$ cat config.mk
export PLATFORM = sky130hd
export DESIGN_NAME = coverage
export DESIGN_NICKNAME = d
export VERILOG_FILES = /design/src/rtl/coverage.sv
export SDC_FILE = /design/constraint.sdc
export NUM_CORES = 1
export LEC_CHECK = 0
export CAP_MARGIN = 20
export CORE_MARGIN = 10
export CORE_UTILIZATION = 43
export DETAILED_ROUTE_END_ITERATION = 10
export PLACE_DENSITY = 0.74
export SLEW_MARGIN = 20
export SYNTH_ARGS = -nofsm -noshare
export SYNTH_HDL_FRONTEND = slang
export SYNTH_SLANG_ARGS = --single-unit
$ cat constraint.sdc
create_clock -name clk -period 2.4 [get_ports clk]
set_clock_uncertainty 0.15 [all_clocks]
set_input_delay 0.36 -clock clk [delete_from_list [all_inputs] [get_ports clk]]
set_output_delay 0.36 -clock clk [all_outputs]
set_load 0.02 [all_outputs]
$ cat src/rtl/coverage.sv
// rtl/coverage.sv - RVVI retirement-trace functional coverage collector (hart 0, slot 0)
module coverage #(
  parameter int ILEN   = 32,
  parameter int XLEN   = 64,
  parameter int FLEN   = 64,
  parameter int VLEN   = 256,
  parameter int NHART  = 1,
  parameter int RETIRE = 1,
  parameter int CNT_W  = 32
) (
  input  logic             clk,
  input  logic             rst_n,
  input  logic             clear,
  input  logic             valid,
  input  logic [ILEN-1:0]  insn,
  input  logic             trap,
  input  logic [XLEN-1:0]  pc_rdata,
  output logic [CNT_W-1:0] sample_count,
  output logic [CNT_W-1:0] trap_count,
  output logic [CNT_W-1:0] unknown_count,
  output logic [16:0]      opcode_hit,
  output logic [31:0]      rd_hit,
  output logic [31:0]      rs1_hit,
  output logic [31:0]      rs2_hit,
  output logic [XLEN-1:0]  last_pc,
  output logic             all_covered
);

  localparam logic [CNT_W-1:0] CNT_ONE = {{(CNT_W-1){1'b0}}, 1'b1};

  // Opcode-class bin positions within opcode_hit[15:0]
  localparam int B_LOAD      = 0;
  localparam int B_LOAD_FP   = 1;
  localparam int B_MISC_MEM  = 2;
  localparam int B_OP_IMM    = 3;
  localparam int B_AUIPC     = 4;
  localparam int B_OP_IMM_32 = 5;
  localparam int B_STORE     = 6;
  localparam int B_STORE_FP  = 7;
  localparam int B_AMO       = 8;
  localparam int B_OP        = 9;
  localparam int B_LUI       = 10;
  localparam int B_OP_32     = 11;
  localparam int B_BRANCH    = 12;
  localparam int B_JALR      = 13;
  localparam int B_JAL       = 14;
  localparam int B_SYSTEM    = 15;

  // Registered coverage state
  logic [CNT_W-1:0] sample_count_q, sample_count_d;
  logic [CNT_W-1:0] trap_count_q, trap_count_d;
  logic [CNT_W-1:0] unknown_count_q, unknown_count_d;
  logic [16:0]      opcode_hit_q, opcode_hit_d;
  logic [31:0]      rd_hit_q, rd_hit_d;
  logic [31:0]      rs1_hit_q, rs1_hit_d;
  logic [31:0]      rs2_hit_q, rs2_hit_d;
  logic [XLEN-1:0]  last_pc_q, last_pc_d;

  // Decode results for the instruction currently on the trace
  logic        is_32bit;
  logic        op_known;
  logic [15:0] cls_hit;
  logic        use_rd;
  logic        use_rs1;
  logic        use_rs2;
  logic [4:0]  rd_idx;
  logic [4:0]  rs1_idx;
  logic [4:0]  rs2_idx;

  // funct3/funct7 and the interface-parity parameters play no part in binning
  logic unused_cfg;
  assign unused_cfg = ^{insn[ILEN-1:25], insn[14:12],
                        (FLEN > 0), (VLEN > 0), (NHART > 0), (RETIRE > 0)};

  assign is_32bit = (insn[1:0] == 2'b11);
  assign rd_idx   = insn[11:7];
  assign rs1_idx  = insn[19:15];
  assign rs2_idx  = insn[24:20];

  function automatic logic [CNT_W-1:0] sat_inc(input logic [CNT_W-1:0] c);
    return (&c) ? c : c + CNT_ONE;
  endfunction

  // Classify the major opcode and decide which register fields are architecturally meaningful
  always_comb begin
    cls_hit  = '0;
    op_known = 1'b1;
    use_rd   = 1'b0;
    use_rs1  = 1'b0;
    use_rs2  = 1'b0;
    case (insn[6:0])
      7'b0000011: begin cls_hit[B_LOAD]      = 1'b1; use_rd = 1'b1; use_rs1 = 1'b1; end
      7'b0000111: begin cls_hit[B_LOAD_FP]   = 1'b1; use_rd = 1'b1; use_rs1 = 1'b1; end
      7'b0001111: begin cls_hit[B_MISC_MEM]  = 1'b1; end
      7'b0010011: begin cls_hit[B_OP_IMM]    = 1'b1; use_rd = 1'b1; use_rs1 = 1'b1; end
      7'b0010111: begin cls_hit[B_AUIPC]     = 1'b1; use_rd = 1'b1; end
      7'b0011011: begin cls_hit[B_OP_IMM_32] = 1'b1; use_rd = 1'b1; use_rs1 = 1'b1; end
      7'b0100011: begin cls_hit[B_STORE]     = 1'b1; use_rs1 = 1'b1; use_rs2 = 1'b1; end
      7'b0100111: begin cls_hit[B_STORE_FP]  = 1'b1; use_rs1 = 1'b1; use_rs2 = 1'b1; end
      7'b0101111: begin
        cls_hit[B_AMO] = 1'b1; use_rd = 1'b1; use_rs1 = 1'b1; use_rs2 = 1'b1;
      end
      7'b0110011: begin
        cls_hit[B_OP] = 1'b1; use_rd = 1'b1; use_rs1 = 1'b1; use_rs2 = 1'b1;
      end
      7'b0110111: begin cls_hit[B_LUI]       = 1'b1; use_rd = 1'b1; end
      7'b0111011: begin
        cls_hit[B_OP_32] = 1'b1; use_rd = 1'b1; use_rs1 = 1'b1; use_rs2 = 1'b1;
      end
      7'b1100011: begin cls_hit[B_BRANCH]    = 1'b1; use_rs1 = 1'b1; use_rs2 = 1'b1; end
      7'b1100111: begin cls_hit[B_JALR]      = 1'b1; use_rd = 1'b1; use_rs1 = 1'b1; end
      7'b1101111: begin cls_hit[B_JAL]       = 1'b1; use_rd = 1'b1; end
      7'b1110011: begin cls_hit[B_SYSTEM]    = 1'b1; use_rd = 1'b1; end
      default:    begin op_known = 1'b0; end
    endcase
  end

  // Next-state: clear dominates; a valid sample counts, then trap/compressed/unknown/binned
  always_comb begin
    sample_count_d  = sample_count_q;
    trap_count_d    = trap_count_q;
    unknown_count_d = unknown_count_q;
    opcode_hit_d    = opcode_hit_q;
    rd_hit_d        = rd_hit_q;
    rs1_hit_d       = rs1_hit_q;
    rs2_hit_d       = rs2_hit_q;
    last_pc_d       = last_pc_q;
    if (clear) begin
      sample_count_d  = '0;
      trap_count_d    = '0;
      unknown_count_d = '0;
      opcode_hit_d    = '0;
      rd_hit_d        = '0;
      rs1_hit_d       = '0;
      rs2_hit_d       = '0;
      last_pc_d       = '0;
    end else if (valid) begin
      sample_count_d = sat_inc(sample_count_q);
      last_pc_d      = pc_rdata;
      if (trap) begin
        trap_count_d = sat_inc(trap_count_q);
      end else if (!is_32bit) begin
        opcode_hit_d[16] = 1'b1;
      end else if (!op_known) begin
        unknown_count_d = sat_inc(unknown_count_q);
      end else begin
        opcode_hit_d[15:0] = opcode_hit_q[15:0] | cls_hit;
        if (use_rd)  rd_hit_d  = rd_hit_q  | (32'd1 << rd_idx);
        if (use_rs1) rs1_hit_d = rs1_hit_q | (32'd1 << rs1_idx);
        if (use_rs2) rs2_hit_d = rs2_hit_q | (32'd1 << rs2_idx);
      end
    end
  end

  // State register; reset clears everything without waiting for a clock edge
  always_ff @(posedge clk or negedge rst_n) begin
    if (!rst_n) begin
      sample_count_q  <= '0;
      trap_count_q    <= '0;
      unknown_count_q <= '0;
      opcode_hit_q    <= '0;
      rd_hit_q        <= '0;
      rs1_hit_q       <= '0;
      rs2_hit_q       <= '0;
      last_pc_q       <= '0;
    end else begin
      sample_count_q  <= sample_count_d;
      trap_count_q    <= trap_count_d;
      unknown_count_q <= unknown_count_d;
      opcode_hit_q    <= opcode_hit_d;
      rd_hit_q        <= rd_hit_d;
      rs1_hit_q       <= rs1_hit_d;
      rs2_hit_q       <= rs2_hit_d;
      last_pc_q       <= last_pc_d;
    end
  end

  assign sample_count  = sample_count_q;
  assign trap_count    = trap_count_q;
  assign unknown_count = unknown_count_q;
  assign opcode_hit    = opcode_hit_q;
  assign rd_hit        = rd_hit_q;
  assign rs1_hit       = rs1_hit_q;
  assign rs2_hit       = rs2_hit_q;
  assign last_pc       = last_pc_q;
  assign all_covered   = (&opcode_hit_q[15:0]) & (&rd_hit_q) & (&rs1_hit_q) & (&rs2_hit_q);

endmodule

# [Word-level counts from Yosys, hierarchy flattened]
# Index checks and enable logic that the tools add are counted.
[word_totals] ff_bits=273 output_inout_bits=274 elab_cells=130
[op_classes] addsub=3 n_eq_ne=23 shifts=3 muxes=59 bitwise=7 reduce_logical=26
[ops] cell="32-bit 2-to-1 mux" count=31
[ops] cell="32-bit AND reduction" count=6
[ops] cell="64-bit 2-to-1 mux" count=2
[ops] cell="32-bit by 1-bit adder with 32-bit output (second input constant)" count=3
[ops] cell="32-bit OR" count=3
[ops] cell="1-bit by 5-bit left shift with 32-bit output (first input constant)" count=3
[ops] cell="17-bit 2-to-1 mux" count=3
[ops] cell="7-bit by 6-bit equality test with 1-bit output (second input constant)" count=6
[ops] cell="16-bit 2-to-1 mux" count=2
[ops] cell="7-bit equality test (second input constant)" count=4
[ops] cell="7-bit by 5-bit equality test with 1-bit output (second input constant)" count=3
[ops] cell="1-bit 2-to-1 mux" count=21
[ops] cell="5-bit AND reduction" count=4
[ops] cell="16-bit OR" count=1
[ops] cell="16-bit AND reduction" count=1
[ops] cell="16-bit OR reduction" count=1
[ops] cell="2-bit nonzero test" count=7
[ops] cell="2-bit != test (second input constant)" count=6
[ops] cell="12-bit OR reduction" count=1
[ops] cell="11-bit OR reduction" count=1
[ops] cell="7-bit by 2-bit equality test with 1-bit output (second input constant)" count=1
[ops] cell="7-bit by 3-bit equality test with 1-bit output (second input constant)" count=1
[ops] cell="7-bit by 4-bit equality test with 1-bit output (second input constant)" count=1
[ops] cell="3-bit AND reduction" count=2
[ops] cell="other kinds (5)" count=7

# [Depth between registers and ports, before layout]
# Gate-level depths: netlist (run 1).
[logic_depth] depth_word=9 depth_mapped=8

# [Worst setup path before layout (run 1)]
# Ideal clock, no wire load.
[synth_path] kind="reg2reg" from="reg unknown_count_q[0] (netlist: unknown_count[0])" to="reg unknown_count_q[22] (netlist: unknown_count[22])" setup_ps=119 t_arrival_ps=2389 path_slack_ps=-257 stages_incl_launch_ff=7 path_buffers=0 period_less_slack_ps=2657 path_cell_list="dfrtp_1 ha_1 nand4_1 or4_1 or4_4 o31a_1 o21a_1"
[synth_via] elab_chain_len=7 word_cells_on_any_way=10 cone_classes="1 x add/sub; 1 x eq/ne; 6 x mux; 2 x reduce/logical"
[synth_lines] item="start: declaration" line="52" rtl="logic [CNT_W-1:0] unknown_count_q, unknown_count_d;"
[synth_lines] item="start signal: assignment" line="169" rtl="unknown_count_q <= unknown_count_d;"
[synth_lines] item="32-bit by 1-bit adder with 32-bit output" line="81" rtl="return (&c) ? c : c + CNT_ONE;"
[synth_lines] item="32-bit 2-to-1 mux" line="81"
[synth_lines] item="32-bit 2-to-1 mux" line="144" rtl="end else if (!op_known) begin"
[synth_lines] item="32-bit 2-to-1 mux" line="142" rtl="end else if (!is_32bit) begin"
[synth_lines] item="32-bit 2-to-1 mux" line="140" rtl="if (trap) begin"
[synth_lines] item="32-bit 2-to-1 mux" line="137" rtl="end else if (valid) begin"
[synth_lines] item="32-bit 2-to-1 mux" line="128" rtl="if (clear) begin"
# Several ways; a longest one is shown, not always the timed one. The select of a mux whose other input is x is not followed.
# A chain may end at the register's enable or synchronous reset.

# [Worst setup path after layout (run 1)]
[layout_path] from="reg rs2_hit_q[6] (netlist: rs2_hit[6])" to="out all_covered"
[layout_via] elab_chain_len=2
[layout_lines] item="start: declaration" line="56" rtl="logic [31:0] rs2_hit_q, rs2_hit_d;"
[layout_lines] item="start signal: assignment" line="173" rtl="rs2_hit_q <= rs2_hit_d;"
[layout_lines] item="32-bit AND reduction" line="186" rtl="assign all_covered = (&opcode_hit_q[15:0]) & (&rd_hit_q) & (&rs1_hit_q) & (&rs2_hit_q);"
[layout_lines] item="1-bit bitwise AND" line="186"
[layout_lines] item="end: declaration" line="26" rtl="output logic all_covered"
# Every way passes these cells.

==> results of run 1 <==
[per-stage QoR]
stage,setup TNS [ps],instance area (µm²)
final,-58.29,19230
after global placement,-6711,17900
after global routing,-280.6,19230
after CTS,-77.70,19090
after detailed placement,-13320,17900
after floorplan,-32.65,12700
[how the worst max path moves through the flow]
stage / from / end / slack (ps) / cells after the start
after global routing: rs2_hit[6] / all_covered / -170 / 6
after detailed placement: insn[6] / rs1_hit[4] / -330 / 7
after global placement: insn[6] / rs1_hit[12] / -260 / 7
after CTS: rd_hit[26] / all_covered / -80 / 5
final: rs2_hit[6] / all_covered / -60 / 6
after floorplan: unknown_count[0] / unknown_count[22] / -30 / 6
[power by group]
group	internal [mW]	switching [mW]
Clock	3.04	1.94
Sequential	4.67	0.0454
Combinational	0.407	0.515
Total	8.12	2.50
[cell type report]
cell class              instances  share of cell area
repair buffers                543              0.2662
well taps                     384             0.02499
clock buffers                  46             0.04738
diodes                          3           0.0003905
clock inverters                10            0.008851
flip-flops and latches        273              0.3565
multi-input cells             827              0.2913
inverters                      22            0.004360
[critical path, stage by stage (launching register included)]
cell and delay (ps):
dfrtp_1 410, nand4_1 140, nor4_2 300, buf_4 160, nand4_1 100, nor2_1 140, buf_4 160
[synthesized netlist by cell type (4+ instances only)]
library cell,instances,share of area
or2_2,6,0.0030
o311ai_0,4,0.0028
o21ai_0,33,0.013
and2_1,6,0.0030
nand3_1,41,0.016
buf_2,6,0.0024
nor2b_1,15,0.0074
clkbuf_1,54,0.016
xnor2_1,18,0.012
a2111oi_0,9,0.0062
a31oi_1,5,0.0025
or3_1,32,0.016
dfrtp_1,273,0.54
and3_1,6,0.0030
nand4b_1,9,0.0062
or4_1,30,0.018
nand2b_1,10,0.0050
and4_1,11,0.0076
inv_1,22,0.0065
nor4_1,23,0.011
mux2_2,10,0.0089
o2bb2ai_1,97,0.067
nor3_1,11,0.0044
nand2_1,39,0.012
mux2i_1,67,0.053
buf_1,9,0.0027
a21oi_1,71,0.028
nand4_1,68,0.034
nor2_1,134,0.040
o31ai_1,28,0.017
[routing by layer]
layer / track usage / up-vias
met3: 0.08546 / 71
li1: - / 5528
met5: 0 / -
met1: 0.2788 / 5979
met2: 0.3984 / 472
met4: 0.08083 / 0
[cells by family after synthesis]
kind of cell | after synthesis | share of synthesized area
AOI/OAI and AO/OA | 270 | 0.1530
xor gates and xnor gates | 21 | 0.01457
adders and majority gates | 3 | 0.002974
buffers and inverters | 91 | 0.02765
DFF | 273 | 0.5412
muxes | 77 | 0.06205
and+or+nand+nor | 456 | 0.1985
[registers in the layout (all words and copies together), names as in the netlist]
name,cells
trap_count,32
unknown_count,32
rs1_hit,32
sample_count,32
rd_hit,32
last_pc,64
opcode_hit,17
rs2_hit,32
[what timing repair did]
item / CTS / global route
setup endpoints to repair: 8 / 19
setup buffers: 5 / 10
pin swaps: 4 / 10
hold endpoints to repair: 58 / 0
hold buffers: 2 / 0
resized for setup: 14 / 12
==> out/results.tsv, run 1 <==
stage	metric	value	unit
synthesis	synth_nets	1295	
synthesis	synth-edff-count	0	
cells_and_area	layout.cells.non_filler	2108	
die	die-area	36610	µm²
sta	setup_slack	-58.29	ps
die	die_h	191.3	µm
global_route	grt_start_max_net_pins	101	
die	die_x	191.3	µm
sta	whs	48.90	ps
critical_path	start_kind	flop	
cells_and_area	nets	1801	
pwr	irDropWorstVdd	0.0005252	V
clock_tree	cts.htree.levels	1	
critical_path	reg2reg_depth	6	
routing	wl_met1	17310	µm
clock_tree	root_buffer	clkbuf_16	
routing	wire_per_inst	21.56	µm
critical_path	worstPathArrival	1950	ps
routing	wl_met3	4605	µm
global_route	grt.total_usage	0.2384	
die	coreArea	28860	µm²
critical_path	rr_endpoint	unknown_count[18]	
synthesis	async_flop_share	1.000	
sta	slew-limit-headroom	0.4897	
min_path	whs_path_depth	3	
critical_path	crit_type	flop to output port	
synthesis	synth_cell_types	58	
clock_tree	clk_pin_slew_worst_paths	60	ps
synthesis	synth_area_per_cell	10.60	µm²
sta	fmax	0.4068	GHz
sta	period_share	1.024	
critical_path	critPathRequiredTime	1890	ps
critical_path	r2r-start	unknown_count[1]	
job	drv_cap	0	
critical_path	end_kind	output port	
sta	rsz0062_at_grt	yes	
clock_tree	cts_buffers	30	
placement	port_buffers	364	
pwr	power_density	552.3	nW/µm²
placement	place_ws	-327.1	ps
clock_tree	cts_tree	built	
cells_and_area	filler_cell_count	2264	
cells_and_area	most-common-layout-cells	360 x clkdlybuf4s50_1, 255 x dfrtp_1, 169 x buf_4	
routing	drt_iter0_drc	817	
die	row_count	62	
placement	dp_hpwl	33560	µm
routing	wl_met2	22160	µm
critical_path	rrSetupSlack	20	ps
die	pin_count	375	
cells_and_area	utilization	0.6662	
min_path	hold_path.class	input pin to flop	
routing	drt-vias-per-instance	5.716	
pwr	power	10.62	mW
synthesis	synth_ff_type	dfrtp_1	
synthesis	yosys_warnings	0	
synthesis	seq_area_frac_synth	0.5412	
global_route	grt_pass1_wl	69950	µm
routing	remaining_drc_errors	0	
global_route	antenna_found_initial	3	
sta	drv_slew	0	
sta	period_minus_slack	2458	ps
global_route	grt_pass1_vias	12130	
placement	placed_cells	2032	
synthesis	yosys_register_bits	273	
global_route	grt.overflow.total	0	
pwr	leakage	7.913	nW
sta	setup_viol	1	
cells_and_area	regArea	6854	µm²
clock_tree	clock_latency	570	ps
min_path	min_to	opcode_hit[16]	
run_status	status	complete, but fails checks	
run_status	violations	setup timing	
cells_and_area	final_common_cell	clkdlybuf4s50_1	
clock_tree	cts_num_sinks	273	
min_path	min_from	valid	
placement	finalWeightedCongestion	0.9030	
clock_tree	clockBufferDepth	3	
routing	drt_pass1_iterations	5	
sta	worst_pin_slew	765.5	ps
die	start_util	0.4374	
cells_and_area	areaGrowthSynthToFinish	52.30	%
cells_and_area	drive_gt1_frac	0.1726	
routing	via_count	12050	
sta	hold_viol	0	
routing	highest_layer	met4	
critical_path	path_max_fanout	3	
routing	routed_wirelength	45440	µm
synthesis	syn_area	12620	µm²
routing	final_antenna_net_count	0	
synthesis	synth_cells	1191	
cells_and_area	multi_input_area	5600	µm²
Note: power is estimated with default switching activity, not from simulation.
==> run 2: changes to the inputs <==
Settings changed: SKIP_LAST_GASP set to 1.
==> run 2 against run 1 <==
The flow still finishes with violations (setup timing); first-iteration DRC count is 3.8% lower; critical path depth is 1 lower; total power hardly changed; register-to-register slack hardly changed; die area stayed put; flip-flop and latch count stayed put; largest cell class unchanged; fmax is 0.43% higher; final cell count stayed put.
==> out/results.tsv, run 2 (synthesized netlist as in run 1, its figures left out) <==
stage	metric	value	unit
placement	port_buffers	364	
clock_tree	cts_num_sinks	273	
routing	final_antenna_net_count	0	
critical_path	critPathBufInv	1	
clock_tree	root_buffer	clkbuf_16	
critical_path	worstPathArrival	1940	ps
pwr	p_clk_frac	0.469	
critical_path	critPathTopFamily	simple AND/OR/NAND/NOR gates	
clock_tree	cts_buffers	30	
pwr	irDropWorstVdd	0.0005253	V
critical_path	r2r-start	unknown_count[1]	
critical_path	reg2reg_depth	6	
cells_and_area	drive_gt1_frac	0.1720	
global_route	grt_pass1_wl	69950	µm
critical_path	end_kind	output port	
sta	hold_viol	0	
run_status	status	complete, but fails checks	
critical_path	start_kind	flop	
routing	drt_pass1_iterations	5	
pwr	leakage	7.912	nW
placement	placedInstanceArea	17900	µm²
global_route	antenna_found_initial	3	
min_path	min_to	opcode_hit[16]	
pwr	combPwrFrac	0.087	
global_route	grt_start_max_net_pins	101	
routing	routed_wirelength	45410	µm
pwr	power_density	552.1	nW/µm²
cells_and_area	regArea	6854	µm²
run_status	violations	setup timing	
die	die_h	191.3	µm
sta	slew-limit-headroom	0.4808	
routing	via_count	12040	
cells_and_area	final_common_cell	clkdlybuf4s50_1	
routing	remaining_drc_errors	0	
sta	period_share	1.020	
clock_tree	clock_latency	570	ps
sta	setup_tns	-47.85	ps
sta	setup_viol	1	
critical_path	path_max_fanout	2	
pwr	power	10.61	mW
pwr	seqPwrFrac	0.445	
min_path	min_from	valid	
sta	fmax	0.4085	GHz
routing	wire_per_inst	21.54	µm
critical_path	cp_slowest_cell	nor4_2	
cells_and_area	most-common-layout-cells	360 x clkdlybuf4s50_1, 255 x dfrtp_1, 169 x buf_4	
cells_and_area	final_area	19220	µm²
die	pin_count	375	
cells_and_area	nets	1801	
sta	drv_slew	0	
die	start_util	0.4374	
critical_path	crit_type	flop to output port	
die	die-area	36610	µm²
die	coreArea	28860	µm²
job	drv_cap	0	
global_route	grt.total_usage	0.2384	
pwr	p_int	8.117	mW
cells_and_area	filler_cell_count	2264	
sta	rsz0062_at_grt	yes	
placement	place_ws	-327.1	ps
critical_path	rr_endpoint	unknown_count[18]	
die	row_count	62	
routing	drt-vias-per-instance	5.712	
critical_path	crit_chain	nand4_1, nor4_2, nand4_1, nor2_1, buf_4	
clock_tree	cts_tree	built	
min_path	hold_path.class	input pin to flop	
min_path	whs_path_depth	3	
die	die_x	191.3	µm
sta	setup_slack	-47.85	ps
global_route	grt.overflow.total	0	
critical_path	critPathRequiredTime	1890	ps
sta	worst_pin_slew	778.8	ps
sta	period_minus_slack	2448	ps
placement	placed_cells	2032	
cells_and_area	largest_reg_flops	64	
routing	drt_iter0_drc	786	
clock_tree	clockBufferDepth	3	
pwr	power_switching	2.494	mW
cells_and_area	areaGrowthSynthToFinish	52.26	%
clock_tree	cts.htree.levels	1	
critical_path	cpMostUsedCell	nand4_1	
critical_path	rrSetupSlack	20	ps
placement	finalWeightedCongestion	0.9030	
cells_and_area	multi_input_area	5595	µm²
clock_tree	clk_pin_slew_worst_paths	60	ps
critical_path	max_stage_delay	380	ps
placement	dp_hpwl	33560	µm
global_route	grt_pass1_vias	12130	
cells_and_area	layout.cells.non_filler	2108	
pwr	p_sw_frac	0.2350	
run 2: per-stage QoR:
step             util  hold slack [ps]
2_1_floorplan       -           -85.59
3_3_place_gp   0.6204            204.6
3_5_place_dp   0.6204            207.7
4_1_cts        0.6614            22.14
5_1_grt        0.6661            40.58
6_report       0.6661            46.78
run 2: area by class of cell:
| class | count | share of cell area |
|---|---|---|
| diodes | 3 | 0.0003906 |
| flip-flops and latches | 273 | 0.3566 |
| clock inverters | 10 | 0.008853 |
| repair buffers | 543 | 0.2663 |
| inverters | 22 | 0.004361 |
| well taps | 384 | 0.02500 |
| clock buffers | 46 | 0.04739 |
| multi-input cells | 827 | 0.2911 |
run 2: worst max-delay path by stage:
stage	start	end	slack [ps]	cells after the start
after floorplan	unknown_count[0]	unknown_count[22]	-30	6
after global placement	insn[6]	rs1_hit[12]	-260	7
after detailed placement	insn[6]	rs1_hit[4]	-330	7
after CTS	rd_hit[26]	all_covered	-80	5
after global routing	rs2_hit[6]	all_covered	-170	6
final	rd_hit[9]	all_covered	-50	5
run 2: routing by layer:
| metal | up-vias | part of all wire | global-route usage |
|---|---|---|---|
| met5 | - | 0 | 0 |
| met1 | 5965 | 0.38 | 0.2788 |
| li1 | 5532 | - | - |
| met4 | 0 | 0.030 | 0.08083 |
| met3 | 68 | 0.10 | 0.08546 |
| met2 | 475 | 0.49 | 0.3984 |
run 2: what timing repair did:
item                                    CTS  global route
endpoints found under the setup margin    8            19
hold buffers                              2             0
pin swaps                                 4            10
gates resized for setup                  14            11
endpoints found under the hold margin    58             0
setup buffers                             5            10
run 2: power by group through the flow:
| stage | Sequential, mW | Clock, mW | Combinational [mW] |
|---|---|---|---|
| 2_1_floorplan | 4.88 | 0 | 0.279 |
| 6_report | 4.72 | 4.97 | 0.922 |
| 3_3_place_gp | 4.80 | 0 | 0.910 |
| 4_1_cts | 4.72 | 5.04 | 0.933 |
| 5_1_grt | 4.72 | 5.24 | 0.997 |
| 3_5_place_dp | 4.80 | 0 | 0.924 |
run 2: worst reg2reg max path: stages (launching register included):
cell and delay, ps:
dfrtp_2 390, ha_4 140, nand4_1 140, or4_4 460, or4_4 540, or3_1 350, a21oi_2 130
